==> src/rtl/seg_scan_display.sv <==
// seg_scan_display: captures a 32-bit write value, converts it to four BCD
// digits with a sequential double-dabble engine (14 iterations), and
// time-multiplexes the digits onto active-low segment lines with active-low
// one-hot digit enables. Values above 9999 display as four dashes.
//
// Optional feature macro: SEG_LEADING_ZERO_BLANK_EN
//   defined   -> zero digits above the most significant non-zero digit are
//                blanked (units digit and dashes are never blanked)
//   undefined -> all four digits are always shown
//
// Handshake: load is a fire-and-forget strobe with no ready. It is accepted on
// every rising edge where it is high, regardless of busy. A load while busy
// restarts conversion (latest wins). busy is status only.
module seg_scan_display #(
    parameter int SCAN_DIV = 50000
) (
    input  logic        clock,
    input  logic        reset_n,
    input  logic        load,
    input  logic [31:0] value,
    output logic [6:0]  seg,
    output logic [3:0]  an,
    output logic        busy
);

    localparam int CW = (SCAN_DIV > 1) ? $clog2(SCAN_DIV) : 1;
    localparam logic [CW-1:0] SCAN_LAST = CW'(SCAN_DIV - 1);

    // conversion state
    logic [13:0] shift_q;
    logic [15:0] bcd_q;
    logic [3:0]  iter_q;
    logic        ovf_q;
    logic [15:0] disp_q;

    // scan state
    logic [CW-1:0] scan_cnt_q;
    logic [1:0]    idx_q;

    // next double-dabble step
    logic [15:0] bcd_adj;
    logic [15:0] bcd_next;
    logic [13:0] shift_next;

    // digit selection
    logic [3:0] digit_code;
    logic       digit_blank;

    function automatic logic [6:0] decode(input logic [3:0] code);
        logic [6:0] s;
        case (code)
            4'h0:    s = 7'b1000000;
            4'h1:    s = 7'b1111001;
            4'h2:    s = 7'b0100100;
            4'h3:    s = 7'b0110000;
            4'h4:    s = 7'b0011001;
            4'h5:    s = 7'b0010010;
            4'h6:    s = 7'b0000010;
            4'h7:    s = 7'b1111000;
            4'h8:    s = 7'b0000000;
            4'h9:    s = 7'b0010000;
            4'hF:    s = 7'b0111111;
            default: s = 7'b1111111;
        endcase
        return s;
    endfunction

    // Add-3 correction on every nibble >= 5, then shift the next source bit in.
    // Nibble sums wrap at 4 bits so nothing carries out of the BCD field.
    always_comb begin
        bcd_adj = bcd_q;
        for (int i = 0; i < 4; i++) begin
            if (bcd_q[4*i +: 4] >= 4'd5) begin
                bcd_adj[4*i +: 4] = bcd_q[4*i +: 4] + 4'd3;
            end
        end
        bcd_next   = {bcd_adj[14:0], shift_q[13]};
        shift_next = {shift_q[12:0], 1'b0};
    end

    // Pick the digit currently being scanned and decide whether it is a
    // blanked leading zero.
    always_comb begin
        logic [3:0] upper_zero;
        digit_code  = disp_q[4*idx_q +: 4];
        upper_zero  = 4'b0000;
        digit_blank = 1'b0;
`ifdef SEG_LEADING_ZERO_BLANK_EN
        upper_zero[3] = (disp_q[15:12] == 4'h0);
        upper_zero[2] = upper_zero[3] && (disp_q[11:8] == 4'h0);
        upper_zero[1] = upper_zero[2] && (disp_q[7:4] == 4'h0);
        upper_zero[0] = 1'b0;
        digit_blank   = upper_zero[idx_q];
`else
        digit_blank = upper_zero[idx_q];
`endif
    end

    // Capture / convert / commit. A commit and a new load may share an edge:
    // the display updates and the new capture overrides the busy clear.
    always_ff @(posedge clock or negedge reset_n) begin
        if (!reset_n) begin
            shift_q <= '0;
            bcd_q   <= '0;
            iter_q  <= '0;
            ovf_q   <= 1'b0;
            disp_q  <= '0;
            busy    <= 1'b0;
        end else begin
            if (busy) begin
                shift_q <= shift_next;
                bcd_q   <= bcd_next;
                iter_q  <= iter_q + 4'd1;
                if (iter_q == 4'd13) begin
                    disp_q <= ovf_q ? 16'hFFFF : bcd_next;
                    busy   <= 1'b0;
                end
            end
            if (load) begin
                shift_q <= value[13:0];
                bcd_q   <= '0;
                iter_q  <= '0;
                ovf_q   <= (value > 32'd9999);
                busy    <= 1'b1;
            end
        end
    end

    // Scan: an and seg both come from the same index so they change together.
    always_ff @(posedge clock or negedge reset_n) begin
        if (!reset_n) begin
            scan_cnt_q <= '0;
            idx_q      <= '0;
            an         <= 4'hF;
            seg        <= 7'h7F;
        end else begin
            an  <= ~(4'b0001 << idx_q);
            seg <= digit_blank ? 7'b1111111 : decode(digit_code);
            if (scan_cnt_q == SCAN_LAST) begin
                scan_cnt_q <= '0;
                idx_q      <= idx_q + 2'd1;
            end else begin
                scan_cnt_q <= scan_cnt_q + 1'b1;
            end
        end
    end

endmodule

==> config.mk <==
export PLATFORM = sky130hd
export DESIGN_NAME = seg_scan_display
export DESIGN_NICKNAME = d
export VERILOG_FILES = /design/src/rtl/seg_scan_display.sv
export SDC_FILE = /design/constraint.sdc
export NUM_CORES = 1
export LEC_CHECK = 0
export CORE_ASPECT_RATIO = 2
export CORE_UTILIZATION = 48
export CTS_CLUSTER_SIZE = 12
export DETAILED_ROUTE_END_ITERATION = 8
export PLACE_DENSITY_LB_ADDON = 0.12
export SYNTH_ARGS = -nofsm -noshare
export SYNTH_HDL_FRONTEND = slang
export SYNTH_SLANG_ARGS = --single-unit
==> constraint.sdc <==
create_clock -name clock -period 3.5 [get_ports clock]
set_input_delay 0.875 -clock clock [delete_from_list [all_inputs] [get_ports clock]]
set_output_delay 0.875 -clock clock [all_outputs]
set_load 0.01 [all_outputs]
==> results.json, run 1 <==
{
  "grt_first_pass_wirelength_mm": 13.8,
  "placement.io_buffers": 46,
  "synthesized_net_count": 459,
  "fin_tns_setup_ns": 0,
  "synth_most_common_cell": "dfrtp_1",
  "multi_input_logic_area_um2": 1850,
  "drive_gt1_share_pct": 8.69,
  "grt_setup_unrepaired": "no",
  "synth_top_area_share_pct": 43.0,
  "critPathRequiredTime_ns": 2.62,
  "worst_hold_path_class": "flip-flop to flip-flop",
  "crit_arrival_ns": 1.40,
  "critPathCaptureType": "primary output",
  "clock_tree.root_cell": "clkbuf_16",
  "drtAntennaViolNets": 0,
  "synthesis.area_um2": 4080,
  "status": "finished clean",
  "layout.core_utilization_pct": 59.4,
  "crit_chain": "clkdlybuf4s50_1",
  "first_global_vias": 3099,
  "io-pin-count": 47,
  "max_cap_viol": 0,
  "final_cell_count_no_fill": 547,
  "number_of_instances_in_the_placed_design": 532,
  "drt_iter0_drc": 168,
  "routed-via-count": 2943,
  "path_clk_slew_ns": 0.06,
  "seqPwrFrac_pct": 48.2,
  "synth.yosys.seq_area_share_pct": 50.1,
  "area_growth_pct": 20.0,
  "core-area_um2": 8230,
  "cts_max_level": 3,
  "vdd_drop_max_mv": 0.316,
  "postSynth.asyncResetShare_pct": 100,
  "track_usage_pct": 20.6,
  "maxSlewViolCount": 0,
  "1st_pass_router_iterations": 4,
  "worst_path_dominant_cell_family": "buffers and inverters",
  "die_h_um": 132,
  "clock_latency_ns": 0.33,
  "synthDominantAreaCellType": "dfrtp_1",
  "p_per_area_nw_per_um2": 424,
  "synth_edf_count": 0,
  "postCtsHoldBufs": 0,
  "yosysUniqueCellTypes": 42,
  "postCtsResizedCells": 0,
  "power.static_leakage_nw": 2.27,
  "antennaDiodeCount": 0,
  "netlist_top_cells_count": "dfrtp_1 (70), nor2_1 (57), o21ai_0 (33), nand2_1 (29)",
  "routed_via_density": 5.38,
  "clock_skew_ns": 0.00632,
  "synthesis.area_per_instance_um2": 10.1,
  "min_period_ns": 2.27,
  "layout_worst_path_cycle_share_pct": 64.9,
  "fin_nets": 501,
  "overflow": 0,
  "setup_viol_count_final": 0,
  "detailed_place_hpwl_mm": 5.66,
  "critPathMaxStageDelay_ns": 0.58,
  "pwr-share-clk_pct": 43.8,
  "synth_cells": 403,
  "start_util_pct": 49.5,
  "fmax_mhz": 440,
  "cp-start-kind": "flip-flop",
  "yosys_register_bits": 81,
  "worst_path_max_delay_cell": "clkdlybuf4s50_1",
  "worst_hold_slack_ns": 0.482,
  "drcViolationCount": 0,
  "timing.setup.critical_path_class": "flip-flop to primary output",
  "n_fill_cell": 766,
  "synth.area.top_cells": "dfrtp_1 (43%), dfstp_2 (7.1%), ha_1 (6.4%), mux2i_1 (5.9%), nor2_1 (5.3%)",
  "switching_share_of_power_pct": 21.1,
  "die-width_um": 67.2,
  "yosys_most_used_dff": "dfrtp_1",
  "floorplan.rows": 47,
  "avgRoutedWirePerCell_um": 14.2,
  "worst_slew_pin_slew_ns": 0.994,
  "internal_power_consumption_mw": 1.64,
  "sequential_area_um2": 2040,
  "grt_max_degree": 82,
  "worst-path-buf-inv": 1,
  "die_area_um2": 8880,
  "clk_path_buf_depth": 2,
  "antenna_found_initial": 0,
  "cts_tree": "done",
  "slew_headroom_pct": 33.7,
  "pwr-share-comb_pct": 8.0,
  "report.final.hold_viol_count": 0,
  "switchingPower_mw": 0.438,
  "total_length_of_routed_wires_mm": 7.76,
  "post-cts-setup-buffer-count": 0,
  "cts.sinks": 81,
  "cts_buffers": 9,
  "yosys_warnings": 0,
  "critical_path_fanouts_max": 12,
  "globalplace.congestion": 0.825
}
routing by layer:
layer	global-route usage, %	part of all wire [%]
met5	0	0
met4	9.93	2.5
met3	3.29	2.2
met2	37.3	58
met1	21.9	37
layout make-up:
cell class / count / share of cell area (%)
Sequential cell: 81 / 41.8
Multi-Input combinational cell: 280 / 37.9
Timing Repair Buffer: 49 / 9.83
Clock buffer: 14 / 6.01
Tap cell: 98 / 2.51
Inverter: 24 / 1.84
Clock inverter: 1 / 0.154
power groups by stage:
stage	Sequential (mW)	Clock [mW]	Combinational, mW
6_report	0.999	0.908	0.166
5_1_grt	1.00	0.968	0.191
4_1_cts	0.999	0.933	0.170
3_5_place_dp	1.02	0	0.169
3_3_place_gp	1.01	0	0.165
2_1_floorplan	1.01	0	0.0809
kinds of logic after synthesis:
kind of cell	Yosys count	share of synthesized area (%)
fa+ha+maj	21	6.45
buf+inv	42	4.48
mux	28	8.20
flops	81	50.1
compound gates	75	10.6
simple gates	134	15.5
xor+xnor	22	4.73
flip-flops by register name (all words and copies together) (netlist names):
| register | count |
|---|---|
| shift_q | 14 |
| scan_cnt_q | 16 |
| idx_q | 2 |
| disp_q | 16 |
| ovf_q | 1 |
| bcd_q | 16 |
| seg | 7 |
| iter_q | 4 |
| an | 4 |
| busy | 1 |
worst paths after layout:
kind / depth (start not counted) / to / slack (ns) / start
max: 1 / busy / 1.23 / busy$_DFF_PN0_
min: 2 / disp_q[0]$_DFFE_PN0P_ / 0.48 / disp_q[0]$_DFFE_PN0P_
max reg2reg: 6 / seg[5]$_DFF_PN1_ / 1.46 / idx_q[0]$_DFFE_PN0N_
min reg2reg: 2 / disp_q[0]$_DFFE_PN0P_ / 0.48 / disp_q[0]$_DFFE_PN0P_
max in group asynchronous: 1 / busy$_DFF_PN0_ / 2.08 / reset_n
min in group asynchronous: 1 / disp_q[10]$_DFFE_PN0P_ / 0.71 / reset_n
placed cells by master (no fill, tap or decap), types with 4 or more instances in the layout:
cell	instances
nand2_1	29
dfstp_2	11
xnor2_1	11
mux2i_1	24
nand2b_1	5
nand3_1	11
buf_4	4
dfrtp_1	69
inv_1	24
a211oi_1	5
clkdlybuf4s50_1	45
nor3_1	5
xor2_1	11
nand4_1	7
ha_1	21
nor2_1	57
o21ai_0	33
nor4_1	6
a21oi_1	22
clkbuf_16	9
a31oi_1	4
clkbuf_8	5
per-stage QoR:
stage	power (mW)	setup WS [ns]	instance area, um2
after floorplan	1.09	1.75	4080
after global routing	2.16	1.17	4890
after CTS	2.10	1.21	4890
after global placement	1.18	1.09	4590
final	2.07	1.23	4890
after detailed placement	1.18	1.07	4590
Note: power is estimated with default switching activity, not from simulation.
==> run 2, diff against run 1 <==
- clock period: 3.5 -> 1.98 ns (I/O delays scaled with it)
==> results.json, run 2 (synthesized netlist as in run 1, its figures left out) <==
{
  "status": "finished clean",
  "grt_max_degree": 51,
  "critical_path_fanouts_max": 1,
  "clock_latency_ns": 0.33,
  "internal_power_consumption_mw": 2.80,
  "routed_via_density": 5.31,
  "start_util_pct": 49.5,
  "pwr-share-comb_pct": 8.5,
  "timing.reg2reg.worst_path_depth": 6,
  "layout_worst_path_cycle_share_pct": 94.6,
  "worst_hold_slack_ns": 0.0769,
  "largest_registers": "bcd_q: 16 flops, disp_q: 16 flops, scan_cnt_q: 16 flops",
  "max_cap_viol": 0,
  "cts_max_level": 3,
  "fin_tns_setup_ns": 0,
  "drtAntennaViolNets": 0,
  "worst_slew_pin_slew_ns": 0.505,
  "first_global_vias": 2935,
  "report.final.hold_viol_count": 0,
  "total_length_of_routed_wires_mm": 7.75,
  "drt_iter0_drc": 132,
  "die_h_um": 132,
  "detailed_place_hpwl_mm": 5.84,
  "worst-path-buf-inv": 1,
  "switchingPower_mw": 0.797,
  "most_common_cell_after_layout_fill_and_taps_aside": "dfrtp_1",
  "cp-start-kind": "flip-flop",
  "timing.setup.critical_path_class": "flip-flop to primary output",
  "track_usage_pct": 20.0,
  "setup_viol_count_final": 0,
  "maxSlewViolCount": 0,
  "core-area_um2": 8230,
  "worst_path_dominant_cell_family": "buffers and inverters",
  "clk_path_buf_depth": 2,
  "die_area_um2": 8880,
  "placement.setup.worst_slack_ns": 0.117,
  "clock_tree.root_cell": "clkbuf_16",
  "overall_power_mw": 3.60,
  "switching_share_of_power_pct": 22.2,
  "crit_arrival_ns": 1.38,
  "vdd_drop_max_mv": 0.509,
  "worst_path_max_delay_cell": "clkdlybuf4s50_1",
  "slew_headroom_pct": 66.3,
  "clock_skew_ns": 0.00605,
  "1st_pass_router_iterations": 4,
  "die-width_um": 67.2,
  "cts.sinks": 81,
  "path_clk_slew_ns": 0.06,
  "critPathMaxStageDelay_ns": 0.53,
  "placement.io_buffers": 46,
  "area_growth_pct": 20.8,
  "io-pin-count": 47,
  "drive_gt1_share_pct": 9.89,
  "floorplan.rows": 47,
  "antenna_found_initial": 0,
  "routed-via-count": 2934,
  "seqPwrFrac_pct": 49.1,
  "n_fill_cell": 740,
  "cts_buffers": 9,
  "avgRoutedWirePerCell_um": 14.0,
  "drcViolationCount": 0,
  "timing.final.ws_setup_ns": 0.107,
  "power.static_leakage_nw": 2.29,
  "grt_first_pass_wirelength_mm": 13.2,
  "min_period_ns": 1.87,
  "worst_hold_path_class": "input port to asynchronous set/reset pin",
  "critPathCaptureType": "primary output",
  "critPathRequiredTime_ns": 1.48,
  "fin_nets": 506,
  "cts_tree": "done",
  "pwr-share-clk_pct": 42.4,
  "overflow": 0,
  "fmax_mhz": 534,
  "path_depth": 1,
  "post-cts-setup-buffer-count": 0,
  "grt_setup_unrepaired": "no",
  "p_per_area_nw_per_um2": 731,
  "crit_chain": "clkdlybuf4s50_1",
  "mostFrequentLayoutCells": "dfrtp_1 (68), nor2_1 (57), clkdlybuf4s50_1 (45), o21ai_0 (33), nand2_1 (29)",
  "globalplace.congestion": 0.839,
  "antennaDiodeCount": 0
}
[run 2: cell types whose count changed in the layout (fill, tap and decap cells not counted), sizes merged]
cell	change
buf	+5
clkbuf	-1
clkinvlp	-1
clkinv	+3
[run 2: cell type report]
class	count	area (um2)	share of cell area, %
clock buffer	13	260	5.29
inverter	24	90.1	1.83
tap	98	123	2.49
clock inverter	3	15.0	0.305
timing repair buffer	54	543	11.0
multi-input combinational	280	1850	37.5
sequential	81	2040	41.5
[run 2: final timing paths]
| path | start | end | slack, ns |
|---|---|---|---|
| hold / removal | reset_n | idx_q[1]$_DFFE_PN0N_ | 0.08 |
| setup reg to reg | idx_q[0]$_DFFE_PN0N_ | seg[5]$_DFF_PN1_ | 0.22 |
| hold reg to reg | scan_cnt_q[0]$_DFF_PN0_ | scan_cnt_q[0]$_DFF_PN0_ | 0.50 |
| setup / recovery | seg[5]$_DFF_PN1_ | seg[5] | 0.11 |
| max in group asynchronous | reset_n | busy$_DFF_PN0_ | 1.32 |
| min in group clock | scan_cnt_q[0]$_DFF_PN0_ | scan_cnt_q[0]$_DFF_PN0_ | 0.50 |
[run 2: power by group through the flow]
stage                     logic (mW)  registers [mW]  clock network (mW)
after global routing           0.348            1.77                1.63
after floorplan                0.143            1.79                   0
final                          0.307            1.77                1.52
after global placement         0.305            1.79                   0
after detailed placement       0.312            1.79                   0
after CTS                      0.314            1.77                1.56
[run 2: routing by layer]
layer	global-route usage, %	routed length, um	share of wire, %	vias up
li1	-	-	-	1463
met1	19.8	2870	37	1396
met2	36.1	4420	57	58
met3	5.10	219	2.8	17
met4	10.0	243	3.1	0
met5	0	0	0	-
[run 2: timing repair]
action                     4_1_cts  5_1_grt
hold buffers                     0        0
setup endpoints to repair        0        2
gates resized for setup          0        2
[run 2: per-stage QoR]
| step | utilization [%] | cells | instance area [um2] |
|---|---|---|---|
| 5_1_grt | 59.8 | 553 | 4920 |
| 2_1_floorplan | - | 403 | 4080 |
| 6_report | 59.8 | 553 | 4920 |
| 3_3_place_gp | 56.5 | 537 | 4650 |
| 3_5_place_dp | 56.5 | 537 | 4650 |
| 4_1_cts | 59.8 | 553 | 4920 |
